--- config.mk ---
export PLATFORM = sky130hd
export DESIGN_NAME = gather_rd_sched
export DESIGN_NICKNAME = d
export VERILOG_FILES = /design/src/rtl/gather_rd_sched.sv
export SDC_FILE = /design/constraint.sdc
export NUM_CORES = 1
export LEC_CHECK = 0
export ABC_AREA = 1
export CAP_MARGIN = 0
export CELL_PAD_IN_SITES_DETAIL_PLACEMENT = 1
export CELL_PAD_IN_SITES_GLOBAL_PLACEMENT = 1
export CORE_AREA = 4 4 493 495
export CTS_BUF_LIST = sky130_fd_sc_hd__clkbuf_4
export CTS_CLUSTER_SIZE = 25
export DETAILED_ROUTE_END_ITERATION = 16
export DIE_AREA = 0 0 497 499
export PLACE_DENSITY_LB_ADDON = 0.1
export RECOVER_POWER = 25
export SETUP_SLACK_MARGIN = 0.5
export SYNTH_ARGS = -nofsm -noshare
export SYNTH_HDL_FRONTEND = slang
export SYNTH_SLANG_ARGS = --single-unit
--- constraint.sdc ---
create_clock -name axi_clk -period 4.1 [get_ports axi_clk]
set_input_delay 1.23 -clock axi_clk [delete_from_list [all_inputs] [get_ports axi_clk]]
set_output_delay 1.23 -clock axi_clk [all_outputs]
set_load 0.05 [all_outputs]
--- src/rtl/gather_rd_sched.sv ---
// Round-robin read-command scheduler sharing the gen_m0 AXI read master between
// index fetch (req 0) and gather data fetch (req 1). Optional 4 KB guard: SCHED_4K_GUARD_EN.
module gather_rd_sched #(
  parameter int AXI_DW   = 512,
  parameter int AXI_AW   = 64,
  parameter int AXI_MIDW = 1,
  parameter int MAX_OUT  = 8
) (
  input  logic                  axi_clk,
  input  logic                  axi_rst,
  input  logic [1:0]            req_valid,
  output logic [1:0]            req_ready,
  input  logic [2*AXI_AW-1:0]   req_addr,
  input  logic [15:0]           req_len,
  output logic [1:0]            rsp_valid,
  output logic [AXI_DW-1:0]     rsp_data,
  output logic                  rsp_last,
  output logic [1:0]            err_sticky,
  input  logic                  err_clr,
  output logic                  sched_idle,
  output logic                  gen_m0_mread,
  output logic [AXI_AW-1:0]     gen_m0_maddr,
  output logic [7:0]            gen_m0_mlen,
  output logic [AXI_MIDW-1:0]   gen_m0_mid,
  input  logic                  gen_m0_saccept,
  input  logic                  gen_m0_svalid,
  input  logic [AXI_DW-1:0]     gen_m0_sdata,
  input  logic [AXI_MIDW-1:0]   gen_m0_sid,
  input  logic                  gen_m0_slast,
  input  logic [2:0]            gen_m0_sresp
);

  localparam int NREQ = 2;

  typedef enum logic {S_IDLE, S_ISSUE} state_t;

  state_t                 state;
  logic [NREQ-1:0][3:0]   out_cnt;
  logic                   last_gnt;
  logic [NREQ-1:0]        elig;
  logic                   gnt_vld;
  logic                   gnt;
  logic [AXI_AW-1:0]      sel_addr;
  logic [7:0]             sel_len;
  logic                   page_cross;
  logic                   acc;
  logic [NREQ-1:0]        rsp_hit;
  logic [NREQ-1:0]        cnt_inc;
  logic [NREQ-1:0]        cnt_dec;
  logic [NREQ-1:0]        err_set;

  always_comb begin
    for (int i = 0; i < NREQ; i++)
      elig[i] = req_valid[i] && (out_cnt[i] < 4'(MAX_OUT));
    // On a tie the requester that did not win last time goes first.
    gnt      = (&elig) ? ~last_gnt : ~elig[0];
    gnt_vld  = (state == S_IDLE) && (|elig);
    sel_addr = gnt ? req_addr[2*AXI_AW-1:AXI_AW] : req_addr[AXI_AW-1:0];
    sel_len  = gnt ? req_len[15:8] : req_len[7:0];
`ifdef SCHED_4K_GUARD_EN
    page_cross = ({3'b000, sel_addr[11:6]} + {1'b0, sel_len}) > 9'd63;
`else
    page_cross = 1'b0;
`endif
    req_ready = gnt_vld ? (NREQ'(1) << gnt) : '0;
    acc       = (state == S_ISSUE) && gen_m0_saccept;
    for (int i = 0; i < NREQ; i++) begin
      rsp_hit[i] = gen_m0_svalid && (gen_m0_sid == AXI_MIDW'(i));
      cnt_inc[i] = acc && (gen_m0_mid == AXI_MIDW'(i));
      cnt_dec[i] = rsp_hit[i] && gen_m0_slast;
      err_set[i] = (rsp_hit[i] && (gen_m0_sresp != 3'd0)) ||
                   (gnt_vld && page_cross && (gnt == 1'(i)));
    end
  end

  assign rsp_valid  = rsp_hit;
  assign rsp_data   = gen_m0_sdata;
  assign rsp_last   = gen_m0_slast;
  assign sched_idle = (state == S_IDLE) && (out_cnt[0] == 4'd0) && (out_cnt[1] == 4'd0);

  always_ff @(posedge axi_clk) begin
    if (axi_rst) begin
      state        <= S_IDLE;
      gen_m0_mread <= 1'b0;
      gen_m0_maddr <= '0;
      gen_m0_mlen  <= '0;
      gen_m0_mid   <= '0;
      last_gnt     <= 1'b1;
    end else begin
      case (state)
        S_IDLE: if (gnt_vld) begin
          if (page_cross) begin
            last_gnt <= gnt;
          end else begin
            gen_m0_maddr <= sel_addr;
            gen_m0_mlen  <= sel_len;
            gen_m0_mid   <= AXI_MIDW'(gnt);
            gen_m0_mread <= 1'b1;
            state        <= S_ISSUE;
          end
        end
        S_ISSUE: if (gen_m0_saccept) begin
          gen_m0_mread <= 1'b0;
          last_gnt     <= gen_m0_mid[0];
          state        <= S_IDLE;
        end
        default: state <= S_IDLE;
      endcase
    end
  end

  // Late last-beats after a reset find the counter at zero and are ignored.
  always_ff @(posedge axi_clk) begin
    if (axi_rst) begin
      out_cnt    <= '0;
      err_sticky <= '0;
    end else begin
      for (int i = 0; i < NREQ; i++) begin
        if (cnt_inc[i] && !cnt_dec[i])
          out_cnt[i] <= out_cnt[i] + 4'd1;
        else if (!cnt_inc[i] && cnt_dec[i] && (out_cnt[i] != 4'd0))
          out_cnt[i] <= out_cnt[i] - 4'd1;
        err_sticky[i] <= err_set[i] | (err_sticky[i] & ~err_clr);
      end
    end
  end

endmodule

==> results of run 1 <==
-- how the worst min path moves through the flow --
stage	start	end	cells after the start
after floorplan	last_gnt$_SDFFE_PP1P_	last_gnt$_SDFFE_PP1P_	2
after global placement	err_sticky[1]$_SDFF_PP0_	err_sticky[1]$_SDFF_PP0_	2
after detailed placement	err_sticky[0]$_SDFF_PP0_	err_sticky[0]$_SDFF_PP0_	2
after CTS	err_sticky[0]$_SDFF_PP0_	err_sticky[0]$_SDFF_PP0_	2
after global routing	err_sticky[0]$_SDFF_PP0_	err_sticky[0]$_SDFF_PP0_	2
final	err_sticky[0]$_SDFF_PP0_	err_sticky[0]$_SDFF_PP0_	2
-- metal layers --
metal | global-route usage | wire length, µm | vias up | part of all wire
met1 | 0.02985 | 13790 | 2337 | 0.28
met2 | 0.06533 | 24290 | 519 | 0.50
met5 | 0.0007613 | 0 | - | 0
met3 | 0.02361 | 6159 | 279 | 0.13
li1 | - | - | 2175 | -
met4 | 0.03716 | 4438 | 0 | 0.091
-- critical path: stages --
cell	delay (ps)
dlygate4sd3_1	520
nand2_1	100
nand2_1	100
nand2_1	140
nor2_4	220
buf_12	160
-- flip-flops by register name, summed over array words and instances, names as in the netlist --
| signal | cells |
|---|---|
| err_sticky | 2 |
| gen_m0_maddr | 64 |
| gen_m0_mid | 1 |
| gen_m0_mlen | 8 |
| gen_m0_mread | 1 |
| last_gnt | 1 |
| out_cnt | 8 |
| state | 1 |
-- cell families (layout without fill, tap and decap cells) --
kind of cell,after synthesis,count (layout)
AO/OA/AOI/OAI,86,86
XOR/XNOR,2,2
adder cells (fa/ha/maj),6,6
buffers and inverters,568,286
flip-flops,86,86
other,0,7
AND/OR/NAND/NOR,288,288
-- layout make-up --
type	instances	area (µm²)
Multi-Input combinational cell	382	1769
Timing Repair Buffer	248	2521
Antenna cell	7	17.52
Sequential cell	86	1725
Inverter	22	82.58
Fill cell	28530	227600
Tap cell	3167	3963
Clock inverter	7	127.6
Clock buffer	9	67.56
-- cell usage in the layout, fill, tap and decap left out, drive strengths merged --
| cell type | instances |
|---|---|
| nand2 | 248 |
| clkdlybuf4s50 | 216 |
| dfxtp | 86 |
| a31oi | 72 |
| inv | 25 |
| nor2 | 22 |
| buf | 16 |
| nand3 | 12 |
| dlygate4sd2 | 11 |
| clkbuf | 11 |
| a21oi | 8 |
| diode | 7 |
| o21ai | 5 |
| ha | 4 |
| bufinv | 3 |
| dlygate4sd3 | 3 |
| nand4 | 2 |
| fa | 2 |
| nor3 | 2 |
| nand3b | 1 |
| o211ai | 1 |
| or3 | 1 |
| xor2 | 1 |
| xnor2 | 1 |
| clkinv | 1 |
-- timing repair --
| item | in CTS | in global routing |
|---|---|---|
| pin swaps | 4 | 4 |
| endpoints found under the setup margin | 12 | 2 |
| setup buffers | 1 | 2 |
| resized for setup | 15 | 3 |
| hold buffers | 0 | 0 |
-- report_power, final --
| group | switching [W] | total (W) | internal, W | leakage, nW |
|---|---|---|---|---|
| Clock | 0.000617 | 0.000934 | 0.000317 | 0.103 |
| Sequential | 0.0000648 | 0.000994 | 0.000929 | 0.710 |
| Combinational | 0.000709 | 0.00111 | 0.000396 | 1.74 |
| Total | 0.00139 | 0.00303 | 0.00164 | 2.55 |
-- per-stage QoR --
step	setup slack [ps]	instance area, µm²
finish	401.1	10270
detailed placement	388.8	10060
global route	287.6	10270
global placement	361.4	10060
CTS	409.2	10260
floorplan	969.9	7591
==> results.yml, run 1 <==
yosys:
  async_reset_ff_frac: 0
  synth_flop_cell: "dfxtp_1"
  yosysTopAreaCell: "buf_4"
  synth_edf_count: 0
  syn_area_per_cell_um2: 7.327
  synth_cells: 1036
  yosys.area_share.adder: 0.01187
  synth_nets: 1710
  synth_seq_cells: 86
  ys_types: 25
  synth_top_family_by_area: "buffers and inverters"
  synthXorXnorAreaFrac: 0.002308
  synthTopCellsByArea: "buf_4 (52%), dfxtp_1 (23%), nand2_1 (12%), a31oi_1 (5.9%), nor2_1 (0.99%)"
  ys_warn_count: 0
  yosysMostFrequentCell: "buf_4"
  muxShareOfSynthArea: 0
  synth_common_cells: "buf_4 (522), nand2_1 (247), dfxtp_1 (86)"
  ys_seq_area_frac: 0.2268
  synth_simple_gate_area_frac: 0.1478
  synth_area_um2: 7591
  yosysTopAreaCellShare: 0.5162
  synth-compound-area-share: 0.06890
setup_path:
  regToRegSetupSlack_ps: 1080
  r2r_end: "gen_m0_maddr[6]$_SDFFE_PP0P_"
  cp.required_ps: 2870
  worstSetupStartpoint: "req_valid[0]"
  crit_type: "in -> out"
  worst_setup_path_end_kind: "primary output"
  rr_worst_depth: 9
  r2r_start: "out_cnt[3]$_SDFFE_PP0P_"
  start_kind: "input port"
  path_max_fanout: 3
  worstSetupEndpoint: "req_ready[1]"
  cp_data_arrival_time_ps: 2470
floorplanning:
  ios: 1262
  die_area_um2: 248000
  std_cell_rows: 179
  die_w_um: 497
  start_util: 0.03192
  die_h_um: 499
  fp.coreArea_um2: 237900
clock_tree:
  numCtsBuffers: 9
  path_clk_slew_ps: 200
  cts_tree: "built"
  cts.sinks: 86
  cts_root_buffer: "clkbuf_4"
  clock_path_buffers: 2
  clock_latency_ps: 810
  htree_levels: 3
global_route:
  antenna_found_initial: 4
  grt_max_degree: 74
  grt_pass1_vias: 6171
  grtUsageTotal: 0.03849
  grt_pass1_wl_mm: 61.93
  globalRoute.totalOverflow: 0
run_status:
  run_status: "finished, violations left"
  failed_checks: "max-capacitance violations, max-slew violations"
place:
  gp_congestion: 0.5941
  numPlacedInstances: 3902
  hpwl_mm: 37.67
  portBuffers: 237
route:
  dr.pass1.iters: 4
  vias: 5310
  antenna_left: 0
  remaining_drc_errors: 0
  wire_per_inst_um: 12.39
  drtIter0Drc: 177
  vias_per_cell: 1.352
  drt_wl_total_mm: 48.68
sta:
  worstMarginPinSlew_ps: 1955
  fin_crit_sh: 0.9022
  post-route-min-period_ps: 3699
  relSlewSlack: -0.3036
  whs_ps: 491.4
  rsz0062_at_grt: "no"
  clock.fmax_mhz: 270.4
  drv_slew: 60
  final-hold-violation-count: 0
  setup-tns-final_ps: 0
  clock_skew_ps: 87.71
  setup_viol: 0
flow_run:
  cap_violations: 1
pwr:
  vdd_drop_max_uv: 137.3
  p_per_area_nw_per_um2: 295.3
  total_leakage_power_nw: 2.548
  finalPower_w: 0.003034
finish:
  fin_cells: 3928
  area_delta_synth_final_pct: 35.34
  layout-drive-gt1-share: 0.05703
  final_util: 0.04319
  nets: 1423
hold_path:
  hold_class: "reg -> reg"
No activity file was read; power rests on OpenSTA's default activity.
==> run 2, diff against run 1 <==
--- a/config.mk
+++ b/config.mk
@@ -16,7 +16,7 @@
 export DIE_AREA = 0 0 497 499
 export PLACE_DENSITY_LB_ADDON = 0.1
 export RECOVER_POWER = 25
-export SETUP_SLACK_MARGIN = 0.5
+export SETUP_SLACK_MARGIN = 0.2
 export SYNTH_ARGS = -nofsm -noshare
 export SYNTH_HDL_FRONTEND = slang
 export SYNTH_SLANG_ARGS = --single-unit
==> run 2 against run 1 <==
Against the previous run:
- the run still ends with max-capacitance violations, max-slew violations left
- critical path depth unchanged
- register-to-register slack gained 40 ps
- die area unchanged
- design area fell by 0.22%
- flip-flop and latch count did not move
- sequential share of layout area barely moved
- non-clock buffer count down 3
- worst hold slack is essentially flat
- highest routed layer unchanged
- clock power is essentially flat
- combinational power about the same
- global-route usage barely moved
==> results.yml, run 2 (synthesized netlist as in run 1, its figures left out) <==
route:
  wire_per_inst_um: 12.39
  drt_wl_total_mm: 48.65
  vias: 5286
  antenna_left: 0
  drtIter0Drc: 191
  vias_per_cell: 1.347
  remaining_drc_errors: 0
  dr.pass1.iters: 4
sta:
  setup_viol: 0
  worstMarginPinSlew_ps: 1960
  drv_slew: 60
  post-route-min-period_ps: 3748
  fin_crit_sh: 0.9142
  relSlewSlack: -0.3065
  rsz0062_at_grt: "no"
  setup-tns-final_ps: 0
  clock.fmax_mhz: 266.8
  clock_skew_ps: 88.25
  final-hold-violation-count: 0
  whs_ps: 491.4
pwr:
  vdd_drop_max_uv: 137.5
  finalPower_w: 0.003035
  total_leakage_power_nw: 2.491
  p_per_area_nw_per_um2: 296.1
hold_path:
  hold_class: "reg -> reg"
flow_run:
  cap_violations: 1
clock_tree:
  htree_levels: 3
  cts_root_buffer: "clkbuf_4"
  clock_path_buffers: 2
  postCtsSetupBuffers: 0
  clock_latency_ps: 810
  path_clk_slew_ps: 200
  numCtsBuffers: 9
  cts_tree: "built"
  cts.sinks: 86
finish:
  area_delta_synth_final_pct: 35.04
  regMostFlops: "gen_m0_maddr"
  multiInputGateArea_um2: 1763
  fin_cells: 3925
  fillers: 28530
  largest_register_ffs: 64
  nets: 1420
  largestRegisters: "gen_m0_maddr (64), gen_m0_mlen (8), out_cnt (8)"
  layout_commonest_cell: "nand2_1"
  layout_common_cells: "nand2_1 (247), clkdlybuf4s50_1 (227), dfxtp_1 (86)"
  design_area_um2: 10250
  ff_latch_area_um2: 1722
  layout-drive-gt1-share: 0.05193
floorplanning:
  die_area_um2: 248000
  die_h_um: 499
  die_w_um: 497
  fp.coreArea_um2: 237900
  start_util: 0.03192
  ios: 1262
  std_cell_rows: 179
global_route:
  grt_pass1_wl_mm: 61.95
  antenna_found_initial: 4
  globalRoute.totalOverflow: 0
  grt_max_degree: 74
  grtUsageTotal: 0.03850
  grt_pass1_vias: 6172
place:
  hpwl_mm: 37.67
  gp_congestion: 0.5941
  portBuffers: 237
  postPlaceCellArea_um2: 10060
  numPlacedInstances: 3902
setup_path:
  path_max_fanout: 3
  crit_type: "in -> out"
  regToRegSetupSlack_ps: 1120
  cp.required_ps: 2870
  worst_setup_path_end_kind: "primary output"
  start_kind: "input port"
  cp_data_arrival_time_ps: 2520
run_status:
  failed_checks: "max-capacitance violations, max-slew violations"
  run_status: "finished, violations left"
-- run 2: report_power, final --
part | total, W | internal [W] | switching (W)
sequential | 0.000994 | 0.000930 | 0.0000647
clock | 0.000937 | 0.000317 | 0.000620
combinational | 0.00110 | 0.000397 | 0.000706
-- run 2: what timing repair did --
item,CTS,global route
gates resized for setup,1,0
endpoints found under the setup margin,1,0
hold buffers,0,0
-- run 2: final cells by class --
| cell class | count | share of cell area |
|---|---|---|
| tap | 3167 | 0.3865 |
| timing repair buffer | 245 | 0.2447 |
| multi-input combinational | 382 | 0.1720 |
| sequential | 86 | 0.1679 |
| clock inverter | 7 | 0.01245 |
| inverter | 22 | 0.008056 |
| clock buffer | 9 | 0.006591 |
| antenna | 7 | 0.001709 |
-- run 2: path summary, 6_finish.rpt --
| path | end | cells after the start | start |
|---|---|---|---|
| worst min register to register | err_sticky[0]$_SDFF_PP0_ | 2 | err_sticky[0]$_SDFF_PP0_ |
| worst max-delay path | req_ready[1] | 6 | req_valid[0] |
| worst max register to register | gen_m0_maddr[6]$_SDFFE_PP0P_ | 8 | out_cnt[3]$_SDFFE_PP0P_ |
| worst min-delay path | err_sticky[0]$_SDFF_PP0_ | 2 | err_sticky[0]$_SDFF_PP0_ |
-- run 2: worst max-delay path, stage by stage --
cell and delay (ps):
dlygate4sd3_1 520, nand2_1 100, nand2_1 130, nand2_1 150, nor2_4 220, buf_12 160
-- run 2: routing by layer --
metal | wire length [µm] | GRT usage
met5 | 0 | 0.0007613
met4 | 4424 | 0.03716
met3 | 6152 | 0.02361
met2 | 24290 | 0.06533
met1 | 13780 | 0.02986
-- run 2: metrics by stage --
stage	worst slack, ps	util
finish	351.7	0.04310
global route	243.5	0.04309
CTS	314.4	0.04314
detailed placement	388.8	0.04229
global placement	361.4	0.04229
floorplan	969.9	-
